## src/rtl/chan_summ_trig.sv

```systemverilog
// -----------------------------------------------------------------------------
// chan_summ_trig
//   Channel-sum and trigger block (CLK125 domain).
//   * Sums NCH masked, signed ADC samples through a registered adder tree and
//     saturates the result to SW bits (SUM_O).
//   * SUM_SEND selects local sum vs. comma on the GTP sum lanes.
//   * Adds the valid external sums (TOTAL_O) and runs the trigger FSM
//     (IDLE -> DEAD -> REARM) with dead time, re-arm hysteresis, a prescaled
//     trigger copy and a free-running trigger counter.
//
// Ports
//   CLK        in   clock, all registers on the rising edge
//   RST        in   synchronous active-high reset
//   DIN        in   NCH*DW  samples, channel i = DIN[i*DW +: DW]
//   SUM_MASK   in   NCH     1 = channel excluded from the sum
//   SUM_THR    in   SW      send threshold (signed)
//   EXT_SUM    in   NEXT*SW external sums (signed)
//   EXT_VALID  in   NEXT    1 = matching EXT_SUM is valid this cycle
//   TRIG_THR   in   SW      trigger threshold (signed)
//   DEADTIME   in   DTW     cycles blocked after each trigger
//   PRESCALE   in   16      TRIG_PS on every (PRESCALE+1)-th TRIG
//   SUM_O      out  SW      local masked sum, latency $clog2(NCH)+1
//   SUM_SEND   out  1       SUM_O > SUM_THR
//   TOTAL_O    out  SW      SUM_O + valid external sums, saturated
//   TRIG       out  1       single-cycle trigger pulse
//   TRIG_PS    out  1       prescaled trigger, coincident with TRIG
//   TRIG_CNT   out  32      number of TRIG pulses (wraps)
//
// NCH must be at least 2.
// -----------------------------------------------------------------------------
module chan_summ_trig #(
  parameter int NCH  = 16,
  parameter int DW   = 12,
  parameter int SW   = 16,
  parameter int NEXT = 3,
  parameter int DTW  = 8
) (
  input  logic                 CLK,
  input  logic                 RST,
  input  logic [NCH*DW-1:0]    DIN,
  input  logic [NCH-1:0]       SUM_MASK,
  input  logic [SW-1:0]        SUM_THR,
  input  logic [NEXT*SW-1:0]   EXT_SUM,
  input  logic [NEXT-1:0]      EXT_VALID,
  input  logic [SW-1:0]        TRIG_THR,
  input  logic [DTW-1:0]       DEADTIME,
  input  logic [15:0]          PRESCALE,
  output logic [SW-1:0]        SUM_O,
  output logic                 SUM_SEND,
  output logic [SW-1:0]        TOTAL_O,
  output logic                 TRIG,
  output logic                 TRIG_PS,
  output logic [31:0]          TRIG_CNT
);

  localparam int LG = $clog2(NCH);
  localparam int NP = 1 << LG;                     // tree leaves, padded to a power of two
  localparam int XW = SW + LG;                     // exact width inside the tree
  localparam int AW = SW + $clog2(NEXT + 1) + 1;   // exact width of the total
  localparam int WW = (XW > AW) ? XW : AW;         // common width fed to the saturator

  localparam logic signed [SW-1:0] SMAX = {1'b0, {(SW-1){1'b1}}};
  localparam logic signed [SW-1:0] SMIN = {1'b1, {(SW-1){1'b0}}};

  typedef enum logic [1:0] {
    S_IDLE  = 2'd0,
    S_DEAD  = 2'd1,
    S_REARM = 2'd2
  } state_t;

  // Clamp an exact wide value into the signed SW-bit range.
  function automatic logic signed [SW-1:0] sat_sw(input logic signed [WW-1:0] v);
    logic signed [WW-1:0] hi;
    logic signed [WW-1:0] lo;
    hi = WW'(SMAX);
    lo = WW'(SMIN);
    if (v > hi) begin
      return SMAX;
    end else if (v < lo) begin
      return SMIN;
    end else begin
      return v[SW-1:0];
    end
  endfunction

  // ---------------------------------------------------------------------------
  // Sum pipeline: level 0 is the input register, levels 1..LG-1 are the tree,
  // the last addition is saturated straight into SUM_O.
  // ---------------------------------------------------------------------------
  logic signed [XW-1:0] in_d   [NP];
  logic signed [XW-1:0] tree_q [LG][NP];
  logic signed [WW-1:0] fin_s;
  logic signed [SW-1:0] sum_d, sum_q;
  logic                 send_d, send_q;

  // Masked, sign-extended leaves; padding leaves are zero.
  always_comb begin
    for (int j = 0; j < NP; j++) begin
      if (j < NCH && !SUM_MASK[j]) begin
        in_d[j] = XW'($signed(DIN[j*DW +: DW]));
      end else begin
        in_d[j] = '0;
      end
    end
  end

  // Input register and intermediate tree levels.
  always_ff @(posedge CLK) begin
    if (RST) begin
      for (int l = 0; l < LG; l++) begin
        for (int j = 0; j < NP; j++) begin
          tree_q[l][j] <= '0;
        end
      end
    end else begin
      for (int j = 0; j < NP; j++) begin
        tree_q[0][j] <= in_d[j];
      end
      for (int l = 1; l < LG; l++) begin
        for (int j = 0; j < (NP >> l); j++) begin
          tree_q[l][j] <= tree_q[l-1][2*j] + tree_q[l-1][2*j+1];
        end
      end
    end
  end

  // Last tree addition, saturation and send decision share one stage.
  always_comb begin
    fin_s  = WW'(tree_q[LG-1][0]) + WW'(tree_q[LG-1][1]);
    sum_d  = sat_sw(fin_s);
    send_d = (sum_d > $signed(SUM_THR));
  end

  // ---------------------------------------------------------------------------
  // Total: local sum plus valid external sums, one stage after SUM_O.
  // ---------------------------------------------------------------------------
  logic signed [WW-1:0] acc_s;
  logic signed [SW-1:0] total_d, total_q;

  // External sums flagged invalid (comma received) contribute nothing.
  always_comb begin
    acc_s = WW'(sum_q);
    for (int i = 0; i < NEXT; i++) begin
      if (EXT_VALID[i]) begin
        acc_s = acc_s + WW'($signed(EXT_SUM[i*SW +: SW]));
      end else begin
        acc_s = acc_s;
      end
    end
    total_d = sat_sw(acc_s);
  end

  // ---------------------------------------------------------------------------
  // Trigger FSM, prescaler and counter.
  // ---------------------------------------------------------------------------
  state_t         state_q, state_d;
  logic [DTW-1:0] dead_q, dead_d;
  logic           trig_d, trig_q;
  logic           trig_ps_d, trig_ps_q;
  logic [15:0]    ps_cnt_d, ps_cnt_q;
  logic [31:0]    trig_cnt_d, trig_cnt_q;

  // Next state: fire once per crossing, block for DEADTIME cycles, then wait
  // for the total to fall below threshold before re-arming.
  always_comb begin
    state_d = state_q;
    dead_d  = dead_q;
    trig_d  = 1'b0;
    case (state_q)
      S_IDLE: begin
        if (total_q >= $signed(TRIG_THR)) begin
          trig_d  = 1'b1;
          dead_d  = DEADTIME;
          state_d = (DEADTIME == '0) ? S_REARM : S_DEAD;
        end else begin
          state_d = S_IDLE;
        end
      end
      S_DEAD: begin
        // Leave on the decrement that reaches zero; <= also recovers from 0.
        if (dead_q <= DTW'(1)) begin
          dead_d  = '0;
          state_d = S_REARM;
        end else begin
          dead_d  = dead_q - DTW'(1);
          state_d = S_DEAD;
        end
      end
      S_REARM: begin
        if (total_q < $signed(TRIG_THR)) begin
          state_d = S_IDLE;
        end else begin
          state_d = S_REARM;
        end
      end
      default: begin
        state_d = S_IDLE;
        dead_d  = '0;
      end
    endcase
  end

  // Prescaler and counter advance on the trigger decision so TRIG_PS and
  // TRIG_CNT register together with TRIG. The >= test lets a PRESCALE that
  // is lowered below the running count fire on the next trigger instead of
  // waiting for a 16-bit wrap.
  always_comb begin
    trig_ps_d  = 1'b0;
    ps_cnt_d   = ps_cnt_q;
    trig_cnt_d = trig_cnt_q;
    if (trig_d) begin
      trig_cnt_d = trig_cnt_q + 32'd1;
      if (ps_cnt_q >= PRESCALE) begin
        trig_ps_d = 1'b1;
        ps_cnt_d  = 16'd0;
      end else begin
        ps_cnt_d  = ps_cnt_q + 16'd1;
      end
    end else begin
      trig_ps_d = 1'b0;
    end
  end

  // Output, total and trigger state registers.
  always_ff @(posedge CLK) begin
    if (RST) begin
      sum_q      <= '0;
      send_q     <= 1'b0;
      total_q    <= '0;
      state_q    <= S_IDLE;
      dead_q     <= '0;
      trig_q     <= 1'b0;
      trig_ps_q  <= 1'b0;
      ps_cnt_q   <= 16'd0;
      trig_cnt_q <= 32'd0;
    end else begin
      sum_q      <= sum_d;
      send_q     <= send_d;
      total_q    <= total_d;
      state_q    <= state_d;
      dead_q     <= dead_d;
      trig_q     <= trig_d;
      trig_ps_q  <= trig_ps_d;
      ps_cnt_q   <= ps_cnt_d;
      trig_cnt_q <= trig_cnt_d;
    end
  end

  assign SUM_O    = sum_q;
  assign SUM_SEND = send_q;
  assign TOTAL_O  = total_q;
  assign TRIG     = trig_q;
  assign TRIG_PS  = trig_ps_q;
  assign TRIG_CNT = trig_cnt_q;

endmodule

```

## config.mk

```make
export PLATFORM = sky130hd
export DESIGN_NAME = chan_summ_trig
export DESIGN_NICKNAME = d
export VERILOG_FILES = /design/src/rtl/chan_summ_trig.sv
export SDC_FILE = /design/constraint.sdc
export NUM_CORES = 1
export LEC_CHECK = 0
export BUFFER_PORTS_ARGS = -buffer_cell sky130_fd_sc_hd__buf_2
export CAP_MARGIN = 20
export CORE_UTILIZATION = 52
export CTS_CLUSTER_SIZE = 12
export DETAILED_ROUTE_END_ITERATION = 8
export MAX_ROUTING_LAYER = met4
export PLACE_DENSITY = 0.82
export SYNTH_ARGS = -nofsm -noshare
export SYNTH_HDL_FRONTEND = slang
export SYNTH_SLANG_ARGS = --single-unit
```

## constraint.sdc

```tcl
create_clock -name CLK -period 10.6 [get_ports CLK]
set_input_delay 3.18 -clock CLK [delete_from_list [all_inputs] [get_ports CLK]]
set_output_delay 3.18 -clock CLK [all_outputs]
set_load 0.02 [all_outputs]
```

==> impl_metrics.json, run 1 <==
{
  "clock_skew_ns": 0.0186,
  "total_half_perimeter_wirelength_after_legalization_and_detailed_placement_um": 50800,
  "ratio_of_routed_vias_to_standard_cells": 5.31,
  "cts_sinks": 565,
  "ys_seq_elements": 565,
  "dp.cells": 4362,
  "grt.overflow.total": 0,
  "vdd_drop_max_mv": 0.133,
  "top_level_ports": 384,
  "yosys-top-cells-area": "dfxtp_1, ha_1, nor2_1",
  "period_needed_ns": 9.18,
  "timing.critical_path.fanout_max": 15,
  "worst_pin_slew_ns": 0.849,
  "worstPathRequired_ns": 11.13,
  "seq_power_share_pct": 37.4,
  "clock_power_share_pct": 31.4,
  "synth.cell_area_um2": 29700,
  "global_route_wire_length_before_repair_um": 107000,
  "cts_root_buf": "clkbuf_16",
  "synth_top_area_cell": "dfxtp_1",
  "die_area_um2": 58000,
  "rsz0062_at_grt": "no",
  "cts_setup_buffers": 0,
  "grt_use_total_pct": 23.2,
  "comb_power_share_pct": 31.2,
  "synthDominantCellAreaShare_pct": 38.1,
  "htree_levels": 2,
  "placement_rows": 87,
  "numCtsBuffers": 59,
  "reg2reg_slack_ns": 3.61,
  "timing.final.crit_share_pct": 86.6,
  "post_route_cells_drive_above_1_share_pct": 14.6,
  "clock_latency_ns": 0.62,
  "intPower_mw": 4.42,
  "worst_setup_path_start_kind": "input pin",
  "final-setup-viol-count": 0,
  "cts_tree": "done",
  "achievable_freq_ghz": 0.109,
  "synth_common_cells": "dfxtp_1, nor2_1, ha_1",
  "antenna_found_initial": 3,
  "critical_path.slowest_cell": "nor4_1",
  "cts_repair_resize_count": 0,
  "slowest_delay_ns": 0.71,
  "clkTransAtPathRegs_ns": 0.06,
  "num-nets-final": 4337,
  "grt_max_degree": 98,
  "finalSetupTns_ns": 0,
  "count_of_max_cap_constraint_violations": 0,
  "finalHoldViolCount": 0,
  "die_width_um": 241,
  "synth-main-ff-cell": "dfxtp_1",
  "critical_path_arrival_ns": 9.71,
  "via_count": 23700,
  "leakagePower_nw": 16.3,
  "report.final.slew_viol_count": 0,
  "core_area_um2": 56400,
  "detailedRoute.firstIterationViolations": 951,
  "initial_core_util_pct": 52.6,
  "hold_buffers": 0,
  "final_core_occ_pct": 60.7,
  "drc_errors": 0,
  "mappedNetlistNets": 3964,
  "die_height_um": 241,
  "final-instance-count-excl-fill": 4466,
  "gpl.final_weighted_congestion": 0.881,
  "crit_type": "input pin to register",
  "status": "completed",
  "min-delay-path-class": "register to register",
  "final.hold.worst_slack_ns": 0.521,
  "timing.max_slew.rel_slack_pct": 42.9,
  "area.growth.synth_to_final_pct": 15.4,
  "port_buffers": 383,
  "synthesis.area_per_instance_um2": 9.01,
  "post_synth_num_cell_types": 76,
  "drt_first_pass_iters": 5,
  "synthMostInstantiatedCell": "dfxtp_1",
  "cts_max_path_buffers": 3,
  "critical_path.endpoint_type": "register",
  "post_drt_wl_per_cell_um": 15.0,
  "yosys_warnings": 0,
  "cellPowerDensity_nw_per_um2": 191,
  "synth_cells": 3295,
  "synth-seq-area-share_pct": 38.1,
  "totalWireLength_um": 67100,
  "netSwitchingFraction_pct": 32.5,
  "async_flop_share_pct": 0,
  "synth-edff-count": 0,
  "antenna_violating_nets_post_route": 0,
  "grt_pass1_vias": 22400,
  "total_switching_power_mw": 2.13
}
-- critical path, delay by kind of cell --
family | cells | cell delay [ns]
AOI/OAI and AO/OA | 13 | 2.86
and+or+nand+nor | 8 | 1.75
adders and majority gates | 3 | 1.01
muxes | 2 | 0.58
xor gates and xnor gates | 2 | 0.23
buffers and inverters | 1 | 0.10
-- cell type report --
cell class | count | area (um2)
Fill cell | 4794 | 22200
Multi-Input combinational cell | 2464 | 17300
Sequential cell | 565 | 11300
Timing Repair Buffer | 389 | 1970
Clock buffer | 85 | 1760
Tap cell | 756 | 946
Inverter | 189 | 709
Clock inverter | 13 | 186
Antenna cell | 5 | 12.5
-- registers in the layout, indices dropped and copies added, names as in the netlist --
register and flops:
TRIG_PS 1, tree_q 472, ps_cnt_q 16, state_q 2
TOTAL_O 16, TRIG_CNT 32, SUM_O 16, TRIG 1
SUM_SEND 1, dead_q 8
-- through the flow --
step	setup slack, ns	power [mW]	instance area [um2]
after CTS	1.57	6.58	34200
after global routing	0.847	6.92	34200
after detailed placement	0.949	4.51	32300
final	1.42	6.54	34200
after global placement	0.995	4.48	32300
after floorplan	1.81	4.01	29700
-- path summary, 6_finish.rpt --
check	start	end	cells past startpoint
setup / recovery	EXT_SUM[3]	TOTAL_O[14]	29
hold / removal	TRIG_CNT[16]	TRIG_CNT[16]	2
setup reg to reg	SUM_O[1]	TOTAL_O[14]	28
hold reg to reg	TRIG_CNT[16]	TRIG_CNT[16]	2
-- power groups by stage --
stage	sequential [mW]	clock (mW)	combinational, mW
global route	2.46	2.17	2.29
floorplan	2.49	0	1.52
global placement	2.49	0	1.99
CTS	2.44	2.09	2.04
detailed placement	2.49	0	2.02
finish	2.45	2.06	2.04
-- logic make-up (layout without fill, tap and decap cells) --
| kind of cell | count (synthesis) | after routing | synth area share [%] |
|---|---|---|---|
| other | 0 | 5 | 0 |
| XOR/XNOR | 222 | 222 | 6.55 |
| adder cells (fa/ha/maj) | 352 | 352 | 15.3 |
| flip-flops | 565 | 565 | 38.1 |
| buffers and inverters | 266 | 676 | 3.47 |
| AO/OA/AOI/OAI | 702 | 702 | 15.5 |
| multiplexers | 40 | 40 | 1.46 |
| AND/OR/NAND/NOR | 1148 | 1148 | 19.6 |
-- layer usage --
metal	share of wire (%)	wire, um	vias up	global-route usage [%]
met5	0	0	-	-
met4	2.4	1590	0	7.00
met3	4.7	3190	111	3.18
met2	47	31800	526	39.1
met1	46	30600	10900	28.7
li1	-	-	12200	-
-- placed cells by master, fill, tap and decap left out, drive strengths merged, types with 9 or more instances in the layout --
| cell type | n |
|---|---|
| a22oi | 9 |
| nor2 | 384 |
| xor2 | 113 |
| and2 | 224 |
| o21a | 37 |
| nor4 | 19 |
| ha | 334 |
| o21bai | 13 |
| a21oi | 183 |
| nor3 | 96 |
| a21boi | 34 |
| mux2 | 26 |
| a31oi | 25 |
| nand2b | 55 |
| o41ai | 18 |
| and3 | 26 |
| clkbuf | 85 |
| dfxtp | 565 |
| mux2i | 14 |
| o211ai | 12 |
| nand4 | 31 |
| o31a | 9 |
| o31ai | 22 |
| or3 | 21 |
| o21ai | 166 |
| buf | 389 |
| nand2 | 122 |
| nand3 | 43 |
| fa | 18 |
| o22ai | 9 |
| a21o | 85 |
| xnor2 | 109 |
| inv | 191 |
| a211oi | 24 |
| nor2b | 97 |
No activity file was read; power rests on OpenSTA's default activity.
==> run 2, diff against run 1 <==
- CORE_MARGIN: not set -> 5
- clock period: 10.6 -> 9 ns (I/O delays scaled with it)
==> run 2 against run 1 <==
Compared with the run above: sequential power up 18%; final cell count down 0.13%; clock skew down 0.0074 ns; routed wire length up 1.9%.
==> impl_metrics.json, run 2 (synthesis results as in run 1) <==
{
  "final_worst_path_setup_slack_ns": 0.733,
  "cts_tree": "done",
  "hold_buffers": 0,
  "worst_pin_slew_ns": 0.849,
  "post_route_cells_drive_above_1_share_pct": 14.6,
  "rsz0062_at_grt": "no",
  "detailedRoute.firstIterationViolations": 1237,
  "timing.critical_path.fanout_max": 15,
  "antenna_violating_nets_post_route": 0,
  "cpLargestDelayFamily": "compound AO/OA/AOI/OAI gates",
  "clock_skew_ns": 0.0112,
  "timing.critical_path.buf_inv": 2,
  "area.growth.synth_to_final_pct": 15.2,
  "count_of_max_cap_constraint_violations": 0,
  "reg2reg_slack_ns": 2.41,
  "total_half_perimeter_wirelength_after_legalization_and_detailed_placement_um": 52100,
  "grt_max_degree": 178,
  "grt_pass1_vias": 23200,
  "drc_errors": 0,
  "finalHoldViolCount": 0,
  "report.final.slew_viol_count": 0,
  "global_route_wire_length_before_repair_um": 112000,
  "seq_power_share_pct": 37.6,
  "critical_path_arrival_ns": 8.79,
  "leakagePower_nw": 16.2,
  "die_height_um": 249,
  "largest_register_ffs": 472,
  "slowest_delay_ns": 0.43,
  "vdd_drop_max_mv": 0.161,
  "cts_root_buf": "clkbuf_16",
  "final-setup-viol-count": 0,
  "total_switching_power_mw": 2.49,
  "die_width_um": 249,
  "htree_levels": 2,
  "num-nets-final": 4338,
  "timing.max_slew.rel_slack_pct": 43.0,
  "final.hold.worst_slack_ns": 0.519,
  "layout_commonest_cell": "dfxtp_1",
  "cellPowerDensity_nw_per_um2": 224,
  "ratio_of_routed_vias_to_standard_cells": 5.32,
  "layout.cells.most_common_list": "dfxtp_1, nor2_1, buf_2",
  "clock_latency_ns": 0.61,
  "gpl.final_weighted_congestion": 0.926,
  "grt_use_total_pct": 21.7,
  "cts_sinks": 565,
  "final_core_occ_pct": 60.5,
  "grt.overflow.total": 0,
  "drt_first_pass_iters": 5,
  "critical_path.endpoint_type": "register",
  "clkTransAtPathRegs_ns": 0.06,
  "via_count": 23700,
  "fillers": 4652,
  "intPower_mw": 5.17,
  "critical-path-top-cell-by-count": "ha_1",
  "initial_core_util_pct": 52.5,
  "comb_power_share_pct": 31.7,
  "critical_path.slowest_cell": "or3_1",
  "worst_setup_path_start_kind": "input pin",
  "cts_setup_buffers": 0,
  "top_level_ports": 384,
  "finalSetupTns_ns": 0,
  "min-delay-path-class": "register to register",
  "period_needed_ns": 8.27,
  "worstPathRequired_ns": 9.52,
  "die_area_um2": 62000,
  "totalWireLength_um": 68400,
  "cts_repair_resize_count": 0,
  "post_drt_wl_per_cell_um": 15.3,
  "netSwitchingFraction_pct": 32.5,
  "antenna_found_initial": 1,
  "numCtsBuffers": 58,
  "cts_max_path_buffers": 3,
  "achievable_freq_ghz": 0.121,
  "crit_type": "input pin to register",
  "placement_rows": 87,
  "port_buffers": 383,
  "clock_power_share_pct": 30.7,
  "status": "completed",
  "top_register": "tree_q",
  "place_ws_ns": 0.132,
  "timing.final.crit_share_pct": 91.9,
  "core_area_um2": 56500
}
==> run 2: cell type report <==
class | instances | area (um2) | share of cell area (%)
diodes | 2 | 5.00 | 0.0146
clock buffers | 82 | 1710 | 5.01
clock inverters | 11 | 153 | 0.447
inverters | 189 | 709 | 2.08
multi-input cells | 2464 | 17300 | 50.7
flip-flops and latches | 565 | 11300 | 33.1
well taps | 756 | 946 | 2.77
repair buffers | 391 | 2000 | 5.86
==> run 2: path summary, 6_finish.rpt <==
kind	start	depth (start not counted)	to
worst min-delay path	TRIG_CNT[16]	2	TRIG_CNT[16]
worst max-delay path	EXT_SUM[0]	29	TOTAL_O[14]
worst min register to register	TRIG_CNT[16]	2	TRIG_CNT[16]
worst max register to register	SUM_O[0]	28	TOTAL_O[14]
==> run 2: stage by stage <==
step                      cell area (um2)  instances  total power [mW]
after floorplan                     29700       3295              4.72
after global placement              32300       4364              5.29
after detailed placement            32300       4364              5.33
after CTS                           34200       4457              7.71
after global routing                34200       4459              8.12
final                               34200       4460              7.67
==> run 2: tightest hold or removal path, stage by stage (launching register included) <==
cell and delay, ns:
dfxtp_1 0.33, o21ai_0 0.08, a21oi_1 0.06
==> run 2: power groups by stage <==
stage                     sequential, mW  combinational (mW)  clock (mW)
after floorplan                     2.94                1.79           0
after global placement              2.93                2.36           0
after global routing                2.90                2.71        2.52
final                               2.88                2.43        2.35
after CTS                           2.88                2.42        2.41
after detailed placement            2.93                2.40           0
==> run 2: routing by layer <==
layer,track usage [%],wire (um)
met5,-,0
met4,6.01,1830
met3,3.31,3550
met2,36.5,32400
met1,27.3,30600
==> run 3, diff against run 2 <==
- CORE_MARGIN: 5 -> 8
- CTS_CLUSTER_SIZE: 12 -> not set
- REMOVE_ABC_BUFFERS: not set -> 1
==> run 3 against run 2 <==
Compared with the run above: register-to-register slack worse by 0.03 ns; clock power about the same; worst setup slack worse by 0.11 ns; final area hardly changed.
==> impl_metrics.json, run 3 (synthesis results as in run 1) <==
{
  "die_width_um": 255,
  "finish.instance_area_um2": 34200,
  "final.hold.worst_slack_ns": 0.505,
  "htree_levels": 2,
  "timing.critical_path.fanout_max": 15,
  "final-setup-viol-count": 0,
  "drc_errors": 0,
  "slowest_delay_ns": 0.37,
  "post_route_cells_drive_above_1_share_pct": 14.8,
  "die_height_um": 255,
  "grt_pass1_vias": 23000,
  "worstPathRequired_ns": 9.51,
  "post_dp_cell_area_um2": 32300,
  "initial_core_util_pct": 52.6,
  "cts_repair_resize_count": 0,
  "min-delay-path-class": "register to register",
  "cts_setup_buffers": 0,
  "achievable_freq_ghz": 0.119,
  "area.growth.synth_to_final_pct": 15.2,
  "report.final.slew_viol_count": 0,
  "timing.max_slew.rel_slack_pct": 42.4,
  "fillers": 4829,
  "leakagePower_nw": 16.2,
  "top_level_ports": 384,
  "port_buffers": 383,
  "detailedRoute.firstIterationViolations": 1216,
  "clock_skew_ns": 0.0212,
  "critPathLaunch": "EXT_SUM[1]",
  "gpl.final_weighted_congestion": 0.927,
  "drt_first_pass_iters": 5,
  "rsz0062_at_grt": "no",
  "cts_sinks": 565,
  "timing.final.crit_share_pct": 93.1,
  "ratio_of_routed_vias_to_standard_cells": 5.26,
  "worst_setup_path_start_kind": "input pin",
  "layout_commonest_cell": "dfxtp_1",
  "vdd_drop_max_mv": 0.153,
  "reg2reg_from": "SUM_O[1]",
  "core_area_um2": 56400,
  "via_count": 23500,
  "total_half_perimeter_wirelength_after_legalization_and_detailed_placement_um": 54100,
  "hold_buffers": 0,
  "worst_pin_slew_ns": 0.860,
  "status": "completed",
  "totalWireLength_um": 69700,
  "cellPowerDensity_nw_per_um2": 223,
  "finalSetupTns_ns": 0,
  "global_route_wire_length_before_repair_um": 111000,
  "cts_tree": "done",
  "top_register": "tree_q",
  "largest_register_ffs": 472,
  "clkTransAtPathRegs_ns": 0.06,
  "post_drt_wl_per_cell_um": 15.6,
  "worstHoldStart": "TRIG_CNT[16]",
  "grt.overflow.total": 0,
  "numCtsBuffers": 55,
  "critical_path_arrival_ns": 8.88,
  "period_needed_ns": 8.38,
  "design_power_total_mw": 7.64,
  "cts_max_path_buffers": 3,
  "grt_max_degree": 150,
  "count_of_max_cap_constraint_violations": 0,
  "critical_path.endpoint_type": "register",
  "layout.cells.most_common_list": "dfxtp_1, nor2_1, buf_2",
  "crit_type": "input pin to register",
  "placement_rows": 87,
  "cts_root_buf": "clkbuf_16",
  "antenna_found_initial": 4,
  "num-nets-final": 4338,
  "antenna_violating_nets_post_route": 0,
  "die_area_um2": 65000,
  "grt_use_total_pct": 21.1,
  "finalHoldViolCount": 0,
  "cpLargestDelayFamily": "compound AO/OA/AOI/OAI gates",
  "critical_path.slowest_cell": "mux2_2",
  "timing.critical_path.buf_inv": 1,
  "clock_latency_ns": 0.60
}
## run 3: cell count changes in the layout (fill, tap and decap cells not counted)
| cell | delta |
|---|---|
| clkinvlp_4 | +5 |
| buf_4 | +4 |
| clkbuf_16 | -4 |
| clkinv_2 | +4 |
| diode_2 | +3 |
| clkbuf_1 | +2 |
| clkbuf_8 | -2 |
| inv_6 | +2 |
| buf_6 | -1 |
| bufinv_16 | +1 |
## run 3: per-layer routing
layer	GRT usage [%]	vias to the layer above	routed length, um
met2	35.1	539	32200
met3	3.49	118	3810
met5	-	-	0
li1	-	12200	-
met4	6.35	0	1870
met1	26.3	10700	31800
## run 3: through the flow
step / utilization (%) / instances / setup slack (ns)
2_1_floorplan: - / 3218 / 0.671
3_3_place_gp: 57.3 / 4367 / 0.145
3_5_place_dp: 57.3 / 4367 / 0.113
4_1_cts: 60.6 / 4468 / 0.739
5_1_grt: 60.6 / 4473 / 0.221
6_report: 60.6 / 4474 / 0.624
## run 3: path summary, 6_finish.rpt
check / endpoint / slack (ns) / cells after the start
worst max-delay path: TOTAL_O[14] / 0.62 / 29
worst min-delay path: TRIG_CNT[16] / 0.51 / 2
worst max register to register: TOTAL_O[14] / 2.38 / 28
worst min register to register: TRIG_CNT[16] / 0.51 / 2
## run 3: final cells by class
cell class | instances | area [um2] | area share (%)
multi-input cells | 2464 | 17300 | 50.7
flip-flops and latches | 565 | 11300 | 33.1
repair buffers | 394 | 2020 | 5.91
clock buffers | 78 | 1590 | 4.66
well taps | 756 | 946 | 2.77
inverters | 189 | 709 | 2.07
clock inverters | 23 | 258 | 0.754
diodes | 5 | 12.5 | 0.0366
## run 3: worst reg2reg max path, delay by kind of cell (launching register included)
kind,cells,cell delay (ns)
AND/OR/NAND/NOR,7,1.32
adder cells (fa/ha/maj),3,0.96
AO/OA/AOI/OAI,14,2.98
flip-flops,1,0.46
multiplexers,2,0.62
XOR/XNOR,2,0.23
## run 3: report_power, final
group | internal, mW | switching (mW) | leakage (nW)
registers | 2.72 | 0.172 | 4.64
logic | 1.07 | 1.36 | 10.7
clock network | 1.35 | 0.970 | 0.903
